--- src/rtl/pixel_pkg.sv ---
// Shared types, default widths and the checksum fold for the pixel collector.
package pixel_pkg;

    typedef enum logic [1:0] {
        IDLE    = 2'd0,
        COLLECT = 2'd1,
        DONE    = 2'd2
    } t_collector_state;

    localparam int DEF_PIXEL_W = 8;
    localparam int DEF_SIZE_W  = 12;
    localparam int DEF_COUNT_W = 24;

    // Rotate-left-by-one then xor in the (already zero-extended) pixel.
    function automatic logic [31:0] fold_pixel(input logic [31:0] cs, input logic [31:0] px);
        return {cs[30:0], cs[31]} ^ px;
    endfunction

endpackage

--- src/rtl/pixel_coord_counter.sv ---
// Raster x/y position counter. y is allowed to run to size_y after the last
// pixel so the final position reads (0, size_y).
module pixel_coord_counter #(
    parameter int SIZE_W = 12
) (
    input  logic              clk,
    input  logic              rst_n,
    input  logic              clr,
    input  logic              en,
    input  logic [SIZE_W-1:0] size_x,
    input  logic [SIZE_W-1:0] size_y,
    output logic [SIZE_W-1:0] x_pos,
    output logic [SIZE_W-1:0] y_pos,
    output logic              last
);

    logic [SIZE_W-1:0] base_x, base_y;
    logic              row_end;

    // Clear and advance may coincide: the advance then starts from (0,0).
    always_comb begin
        base_x  = clr ? '0 : x_pos;
        base_y  = clr ? '0 : y_pos;
        row_end = (base_x == size_x - SIZE_W'(1));
        last    = row_end && (base_y == size_y - SIZE_W'(1));
    end

    // Position register: wrap x at the row end and step to the next row.
    always_ff @(posedge clk or negedge rst_n) begin
        if (!rst_n) begin
            x_pos <= '0;
            y_pos <= '0;
        end else if (en) begin
            if (row_end) begin
                x_pos <= '0;
                y_pos <= base_y + SIZE_W'(1);
            end else begin
                x_pos <= base_x + SIZE_W'(1);
                y_pos <= base_y;
            end
        end else if (clr) begin
            x_pos <= '0;
            y_pos <= '0;
        end
    end

endmodule

--- src/rtl/pixel_collector.sv ---
// Pixel stream sink: tracks raster position, counts pixels, folds them into a
// checksum, pulses frame_done at the end of a frame and flags stray pixels.
module pixel_collector
    import pixel_pkg::*;
#(
    parameter int PIXEL_W = DEF_PIXEL_W,
    parameter int SIZE_W  = DEF_SIZE_W,
    parameter int COUNT_W = DEF_COUNT_W
) (
    input  logic               clk,
    input  logic               rst_n,
    input  logic               start,
    input  logic [SIZE_W-1:0]  size_x,
    input  logic [SIZE_W-1:0]  size_y,
    input  logic [PIXEL_W-1:0] pixel_in,
    input  logic               pixel_valid,
    output logic               busy,
    output logic [SIZE_W-1:0]  x_pos,
    output logic [SIZE_W-1:0]  y_pos,
    output logic [COUNT_W-1:0] pixel_count,
    output logic [31:0]        checksum,
    output logic               frame_done,
    output logic               overrun
);

    t_collector_state  state;
    logic [SIZE_W-1:0]  sx_q, sy_q;
    logic [COUNT_W-1:0] total_q;

    logic               is_start, size_zero, accept, last_pix, count_last, coord_last;
    logic [SIZE_W-1:0]  cur_sx, cur_sy;
    logic [COUNT_W-1:0] cur_total, cnt_base, cnt_inc;
    logic [31:0]        cs_base, cs_next;

    // Start-cycle bypass: a pixel arriving with start is pixel 0 of the new
    // frame, so geometry, count and checksum come from the fresh values.
    always_comb begin
        is_start   = (state == IDLE) && start;
        size_zero  = (size_x == '0) || (size_y == '0);
        accept     = pixel_valid && ((state == COLLECT) || (is_start && !size_zero));
        cur_sx     = (state == IDLE) ? size_x : sx_q;
        cur_sy     = (state == IDLE) ? size_y : sy_q;
        cur_total  = is_start ? (COUNT_W'(size_x) * COUNT_W'(size_y)) : total_q;
        cnt_base   = is_start ? '0 : pixel_count;
        cs_base    = is_start ? '0 : checksum;
        cnt_inc    = cnt_base + COUNT_W'(1);
        cs_next    = fold_pixel(cs_base, 32'(pixel_in));
        count_last = (cnt_inc == cur_total);
        // Count and raster position agree for any nonzero geometry.
        last_pix   = accept && (count_last || coord_last);
    end

    pixel_coord_counter #(.SIZE_W(SIZE_W)) u_coord (
        .clk    (clk),
        .rst_n  (rst_n),
        .clr    (is_start),
        .en     (accept),
        .size_x (cur_sx),
        .size_y (cur_sy),
        .x_pos  (x_pos),
        .y_pos  (y_pos),
        .last   (coord_last)
    );

    // Frame FSM with registered busy/frame_done/overrun and accumulators.
    always_ff @(posedge clk or negedge rst_n) begin
        if (!rst_n) begin
            state       <= IDLE;
            sx_q        <= '0;
            sy_q        <= '0;
            total_q     <= '0;
            pixel_count <= '0;
            checksum    <= '0;
            busy        <= 1'b0;
            frame_done  <= 1'b0;
            overrun     <= 1'b0;
        end else begin
            frame_done <= 1'b0;
            case (state)
                IDLE: begin
                    if (start) begin
                        sx_q        <= size_x;
                        sy_q        <= size_y;
                        total_q     <= cur_total;
                        pixel_count <= accept ? cnt_inc : '0;
                        checksum    <= accept ? cs_next : '0;
                        // A pixel alongside a zero-size start has no frame to land in.
                        overrun     <= pixel_valid && size_zero;
                        if (size_zero || last_pix) begin
                            state      <= DONE;
                            frame_done <= 1'b1;
                            busy       <= 1'b0;
                        end else begin
                            state <= COLLECT;
                            busy  <= 1'b1;
                        end
                    end else if (pixel_valid) begin
                        overrun <= 1'b1;
                    end
                end
                COLLECT: begin
                    if (accept) begin
                        pixel_count <= cnt_inc;
                        checksum    <= cs_next;
                        if (last_pix) begin
                            state      <= DONE;
                            frame_done <= 1'b1;
                            busy       <= 1'b0;
                        end
                    end
                end
                DONE: begin
                    state <= IDLE;
                    if (pixel_valid) overrun <= 1'b1;
                end
                default: begin
                    state <= IDLE;
                    busy  <= 1'b0;
                end
            endcase
        end
    end

endmodule

--- config.mk ---
export PLATFORM = sky130hd
export DESIGN_NAME = pixel_collector
export DESIGN_NICKNAME = d
export VERILOG_FILES = /design/src/rtl/pixel_pkg.sv /design/src/rtl/pixel_coord_counter.sv /design/src/rtl/pixel_collector.sv
export SDC_FILE = /design/constraint.sdc
export NUM_CORES = 1
export LEC_CHECK = 0
export ABC_CLOCK_PERIOD_IN_PS = 4000
export CAP_MARGIN = 0
export CORE_MARGIN = 8
export CORE_UTILIZATION = 54
export CTS_BUF_LIST = sky130_fd_sc_hd__clkbuf_16
export DETAILED_ROUTE_END_ITERATION = 10
export HOLD_SLACK_MARGIN = 0.03
export PLACE_DENSITY = 0.9
export SETUP_SLACK_MARGIN = 0.02
export SLEW_MARGIN = 20
export SYNTH_ARGS = -nofsm -noshare
export SYNTH_HDL_FRONTEND = slang
export SYNTH_SLANG_ARGS = --single-unit
--- constraint.sdc ---
create_clock -name clk -period 4 [get_ports clk]
set_clock_uncertainty 0.05 [all_clocks]
set_input_delay 1 -clock clk [delete_from_list [all_inputs] [get_ports clk]]
set_output_delay 1 -clock clk [all_outputs]
set_load 0.03 [all_outputs]
Word-level counts from Yosys, hierarchy flattened --
Index checks and enable logic that the tools add are counted.
Storage, ports and cells: bits in registers 133, bits of input ports 36, output and inout port bits 83, logic and storage cells 84
Operators by class: $add $sub $neg 5, multipliers 1, equal/unequal tests 8, muxes and demuxes 37, bitwise gates (word level) 2, reduce and logical (&&, ||, !) cells 20
Operators with widths (number):
- 32-bit 2-to-1 mux | 4
- 24-bit 2-to-1 mux | 5
- 12-bit 2-to-1 mux | 8
- 32-bit case mux with 2 select lines | 1
- 24-bit case mux with 2 select lines | 1
- 32-bit by 8-bit XOR with 32-bit output | 1
- 12-bit by 1-bit adder with 12-bit output, second input constant | 2
- 24-bit by 1-bit adder with 24-bit output, second input constant | 1
- 12-bit == test | 2
- 24-bit == test | 1
- 12-bit zero test | 2
- 12-bit by 12-bit multiplier with 24-bit output | 1
- 12-bit by 1-bit subtractor with 12-bit output, second input constant | 2
- 1-bit 2-to-1 mux | 10
- 2-bit 2-to-1 mux | 4
- 1-bit logical AND | 6
- 2-bit inequality test, second input constant | 3
- 3-bit AND reduction | 2
- 1-bit logical OR | 4
- 1-bit case mux with 2 select lines | 2
- 2-bit case mux with 2 select lines | 1
- 4-bit AND reduction | 1
- 2-bit nonzero test | 2
- 1-bit case mux with 3 select lines | 1
- 6 further kinds | 6

Depth between registers and ports, before layout --
word-level depth 11, mapped depth 23, mapped depth without buffers 21

Cells and area by module --
A second synthesis with hierarchy kept.
Second synthesis, totals: cell total of the unflattened synthesis 1475, area, all modules 12902.4 um^2
By module, submodules not included:
- pixel_collector | times used 1, cells each 1161, area an instance 10423.7 um^2, sequential area each 2727.6 um^2
- pixel_coord_counter | times used 1, cells each 314, area an instance 2478.6 um^2, sequential area each 600.6 um^2

Least setup slack after synthesis --
No wires, ideal clock.
path kind in2reg, from input size_x[4], to register busy, library setup time 141 ps, arrival 6368 ps, required time 3809 ps, slack -2560 ps, cell stages on the path 19, path buffers 2, cells stage by stage clkbuf_1 -> clkbuf_1 -> nand2_1 -> fa_1 -> fa_1 -> fa_1 -> fa_1 -> fa_1 -> inv_1 -> ha_1 -> nand2_1 -> o31ai_1 -> o211ai_1 -> and3_1 -> o31ai_1 -> xnor2_1 -> a31oi_1 -> nor4_1 -> a21oi_1
On the way: cells in the longest elaborated chain, start to end 11, elaborated cells between the ends (all ways) 22, those cells by class add/sub: 1; mul: 1; eq/ne: 4; mux: 5; reduce/logical: 11
RTL lines:
- start: declaration | RTL line pixel_collector.sv:13 | input logic [SIZE_W-1:0] size_x,
- parallel branches: the longest is 11 deep, another holds 12-bit by 12-bit multiplier with 24-bit output
- end signal: assignment | RTL line pixel_collector.sv:74 | busy <= 1'b0;
- end signal: assignment | RTL line pixel_collector.sv:92 | busy <= 1'b0;
- end signal: assignment | RTL line pixel_collector.sv:95 | busy <= 1'b1;
- end: declaration | RTL line pixel_collector.sv:17 | output logic busy,
Parallel ways; which one is timed is not known. The select of a mux whose other input is x is not followed. A chain may end at the register's enable or synchronous reset.

Worst setup path after layout --
from input size_x[2], to register frame_done
On the way: cells in the longest elaborated chain, start to end 11, elaborated cells between the ends (all ways) 21, those cells by class add/sub: 1; mul: 1; eq/ne: 2; mux: 7; reduce/logical: 10
RTL lines:
- parallel branches: the longest is 10 deep, another holds 12-bit by 12-bit multiplier with 24-bit output
- 1-bit case mux with 2 select lines * | RTL line pixel_collector.sv:79 | case (state)
- end signal: assignment | RTL line pixel_collector.sv:75 | frame_done <= 1'b0;
- end signal: assignment | RTL line pixel_collector.sv:78 | frame_done <= 1'b0;
- end signal: assignment | RTL line pixel_collector.sv:91 | frame_done <= 1'b1;
- end: declaration | RTL line pixel_collector.sv:22 | output logic frame_done,
Every way passes the cells marked *.

==> flow_summary_export.csv <==
group,metric,value,unit
finish,area_growth,34.6,%
pwr,power_leakage,7.91,nW
logic_synthesis,synth_edf_count,0,
logic_synthesis,ys_types,72,
routing,vias_per_cell,6.57,
critical_path,reg2reg_from,"state[0]$_DFFE_PN0P_",
floorplan,start_util,0.546,
floorplan,die_h,169,µm
routing,dr.pass1.iters,9,
clock_network,cts_made_buffers,17,
critical_path,cp-end-kind,"register",
routing,drc,0,
routing,vias,13400,
floorplan,die_area,28700,µm²
pwr,finalPower,0.0133,W
floorplan,num_rows,56,
place,dp.cells,1965,
clock_network,htree_levels,4,
grt,grt_usage,0.288,
clock_network,path_clk_slew,70,ps
logic_synthesis,synth.ff_latch_count,133,
critical_path,required,4330,ps
routing,routedWlPerCell,24.7,µm
sta,fin_crit_sh,1.59,
logic_synthesis,syn-num-nets,1653,
finish,instances_no_fill,2038,
pwr,p_per_area,778,nW/µm²
place,gp_congestion,0.950,
clock_network,clkLatencyLatePin,450,ps
place,dpl_worst_slack,-2760,ps
finish,post_route_cells_drive_above_1_share,0.247,
grt,antenna_found_initial,3,
sta,min_period,6380,ps
finish,final_area,17100,µm²
floorplan,die-width,169,µm
clock_network,cts_tree,"built",
pwr,peakVddDrop,0.000718,V
sta,fin_ws,-2380,ps
sta,slew_viol_final,0,
finish,fin_nets,1907,
grt,grt_max_degree,114,
floorplan,core_area,23300,µm²
grt,grt_pass1_wl,66000,µm
job,drv_cap,0,
logic_synthesis,yosys.cell_count.top_type,"nand2_1",
grt,grt_pass1_vias,12800,
sta,tightestPinTransition,1000,ps
logic_synthesis,synth_top_cell_area_share,0.262,
sta,setup_viol,24,
routing,routed_wl,50400,µm
status,failed_checks,"negative setup slack",
critical_path,worst_path_max_delay_cell,"fa_1",
sta,finalSetupTns,-34560,ps
routing,drt_iter0_drc,2096,
critical_path,crit_path_frequent_cell,"fa_1",
logic_synthesis,synth_top_area_cell,"dfrtp_1",
min_path,hp-start,"sx_q[10]$_DFFE_PN0P_",
floorplan,io_pins,119,
sta,finalHoldViolations,0,
critical_path,arrival,6700,ps
sta,relSlewSlack,0.328,
critical_path,critPathLaunch,"size_x[2]",
sta,max_freq,0.157,GHz
min_path,hold_class,"register to register",
logic_synthesis,synth-warning-count,0,
logic_synthesis,synthFlopType,"dfrtp_1",
logic_synthesis,synth_area,12700,µm²
place,hpwl,28300,µm
logic_synthesis,synth_cells,1450,
critical_path,path_max_fanout,6,
critical_path,max_stage_delay,600,ps
logic_synthesis,ys_seq_area_frac,0.262,
sta,rsz0062_at_grt,"yes",
logic_synthesis,synth_area_leaders,"dfrtp_1 (26%), fa_1 (16%), nand2_1 (7.8%)",
status,status,"finished, violations left",
place,port_buffers,118,
critical_path,cp-start-kind,"input port",
grt,gr-total-overflow,0,
logic_synthesis,async_reset_ff_frac,1.00,
clock_network,cts.sink_count,133,
routing,ant_nets,0,
clock_network,clk_path_buf_depth,2,
critical_path,worstSetupPathType,"input port to register",
clock_network,clockRootBuffer,"clkbuf_16",
place,placed_area,15500,µm²
logic_synthesis,ys_top_cells_by_count,"nand2_1 (264), dfrtp_1 (133), inv_1 (112)",
logic_synthesis,syn_area_per_cell,8.76,µm²
## logic make-up (layout without fill, tap and decap cells)
kind of cell	Yosys count	after routing	share of synthesized area
AOI/OAI and AO/OA	194	194	0.105
DFF	133	133	0.262
buffers and inverters	195	462	0.0596
adders and majority gates	167	167	0.224
and+or+nand+nor	593	593	0.229
other	0	2	0
xor gates and xnor gates	138	138	0.0962
muxes	30	30	0.0246
## cell type report
| type | instances | area (µm²) |
|---|---|---|
| fill | 1422 | 6170 |
| clock buffer | 17 | 425 |
| antenna | 2 | 5.00 |
| sequential | 133 | 3330 |
| inverter | 112 | 420 |
| tap | 319 | 399 |
| timing repair buffer | 318 | 2920 |
| clock inverter | 15 | 188 |
| multi-input combinational | 1122 | 9410 |
## worst paths after layout
check | end | slack, ps | cells after the start
worst max-delay path | frame_done$_DFF_PN0_ | -2380 | 25
worst max register to register | frame_done$_DFF_PN0_ | -50 | 13
worst min-delay path | sx_q[10]$_DFFE_PN0P_ | 440 | 2
min in group asynchronous | checksum[25]$_DFFE_PN0P_ | 630 | 1
max in group asynchronous | total_q[1]$_DFFE_PN0P_ | 2380 | 2
worst min register to register | sx_q[10]$_DFFE_PN0P_ | 440 | 2
## per-stage QoR
step	util	hold slack, ps
CTS	0.706	432
global route	0.735	459
global placement	0.666	406
detailed placement	0.666	413
floorplan	-	390
finish	0.735	442
## power breakdown
part / internal, W / switching [W] / leakage [nW]
logic: 0.00438 / 0.00529 / 5.89
clock network: 0.000949 / 0.000757 / 0.292
registers: 0.00160 / 0.000324 / 1.74
## worst max-delay path, delay by kind of cell
family | cells | cell delay (ps)
fa+ha+maj | 6 | 2710
buf+inv | 9 | 1240
compound gates | 5 | 860
simple gates | 4 | 720
xor+xnor | 1 | 160
## layer usage
layer	track usage	wire (µm)	up-vias
li1	-	-	5341
met1	0.351	17300	6302
met2	0.469	22300	1311
met3	0.0693	6540	425
met4	0.154	4310	2
met5	0	15	-
## placed cells by master, fill, tap and decap left out, types with 14 or more instances in the layout
| cell type | count |
|---|---|
| fa_1 | 81 |
| nand3_1 | 27 |
| nor2_1 | 64 |
| xor2_1 | 59 |
| nand2_4 | 14 |
| clkdlybuf4s50_1 | 93 |
| mux2i_1 | 23 |
| o21ai_0 | 35 |
| nand2_1 | 234 |
| and2_1 | 79 |
| clkbuf_16 | 17 |
| a22o_1 | 25 |
| dfrtp_1 | 133 |
| nor4_1 | 15 |
| fa_2 | 19 |
| a31oi_1 | 14 |
| inv_1 | 94 |
| xnor2_1 | 68 |
| nor3_1 | 17 |
| nand2_2 | 16 |
| ha_1 | 48 |
| and3_1 | 14 |
| nand4_1 | 19 |
| inv_2 | 18 |
| ha_4 | 15 |
| buf_4 | 160 |
| buf_6 | 36 |
| a21oi_1 | 24 |
## what timing repair did
action | 4_1_cts | 5_1_grt
hold buffers | 0 | 0
buffers inserted | 15 | 25
cloned | 3 | 0
pin swaps | 43 | 75
resized for setup | 177 | 138
setup endpoints to repair | 23 | 22
## registers in the layout, indices dropped and copies added (netlist names)
name,flops
sx_q,12
total_q,24
sy_q,12
u_coord.y_pos,12
frame_done,1
pixel_count,24
state,2
checksum,32
overrun,1
busy,1
u_coord.x_pos,12
Power figures use the tool's default switching activity.
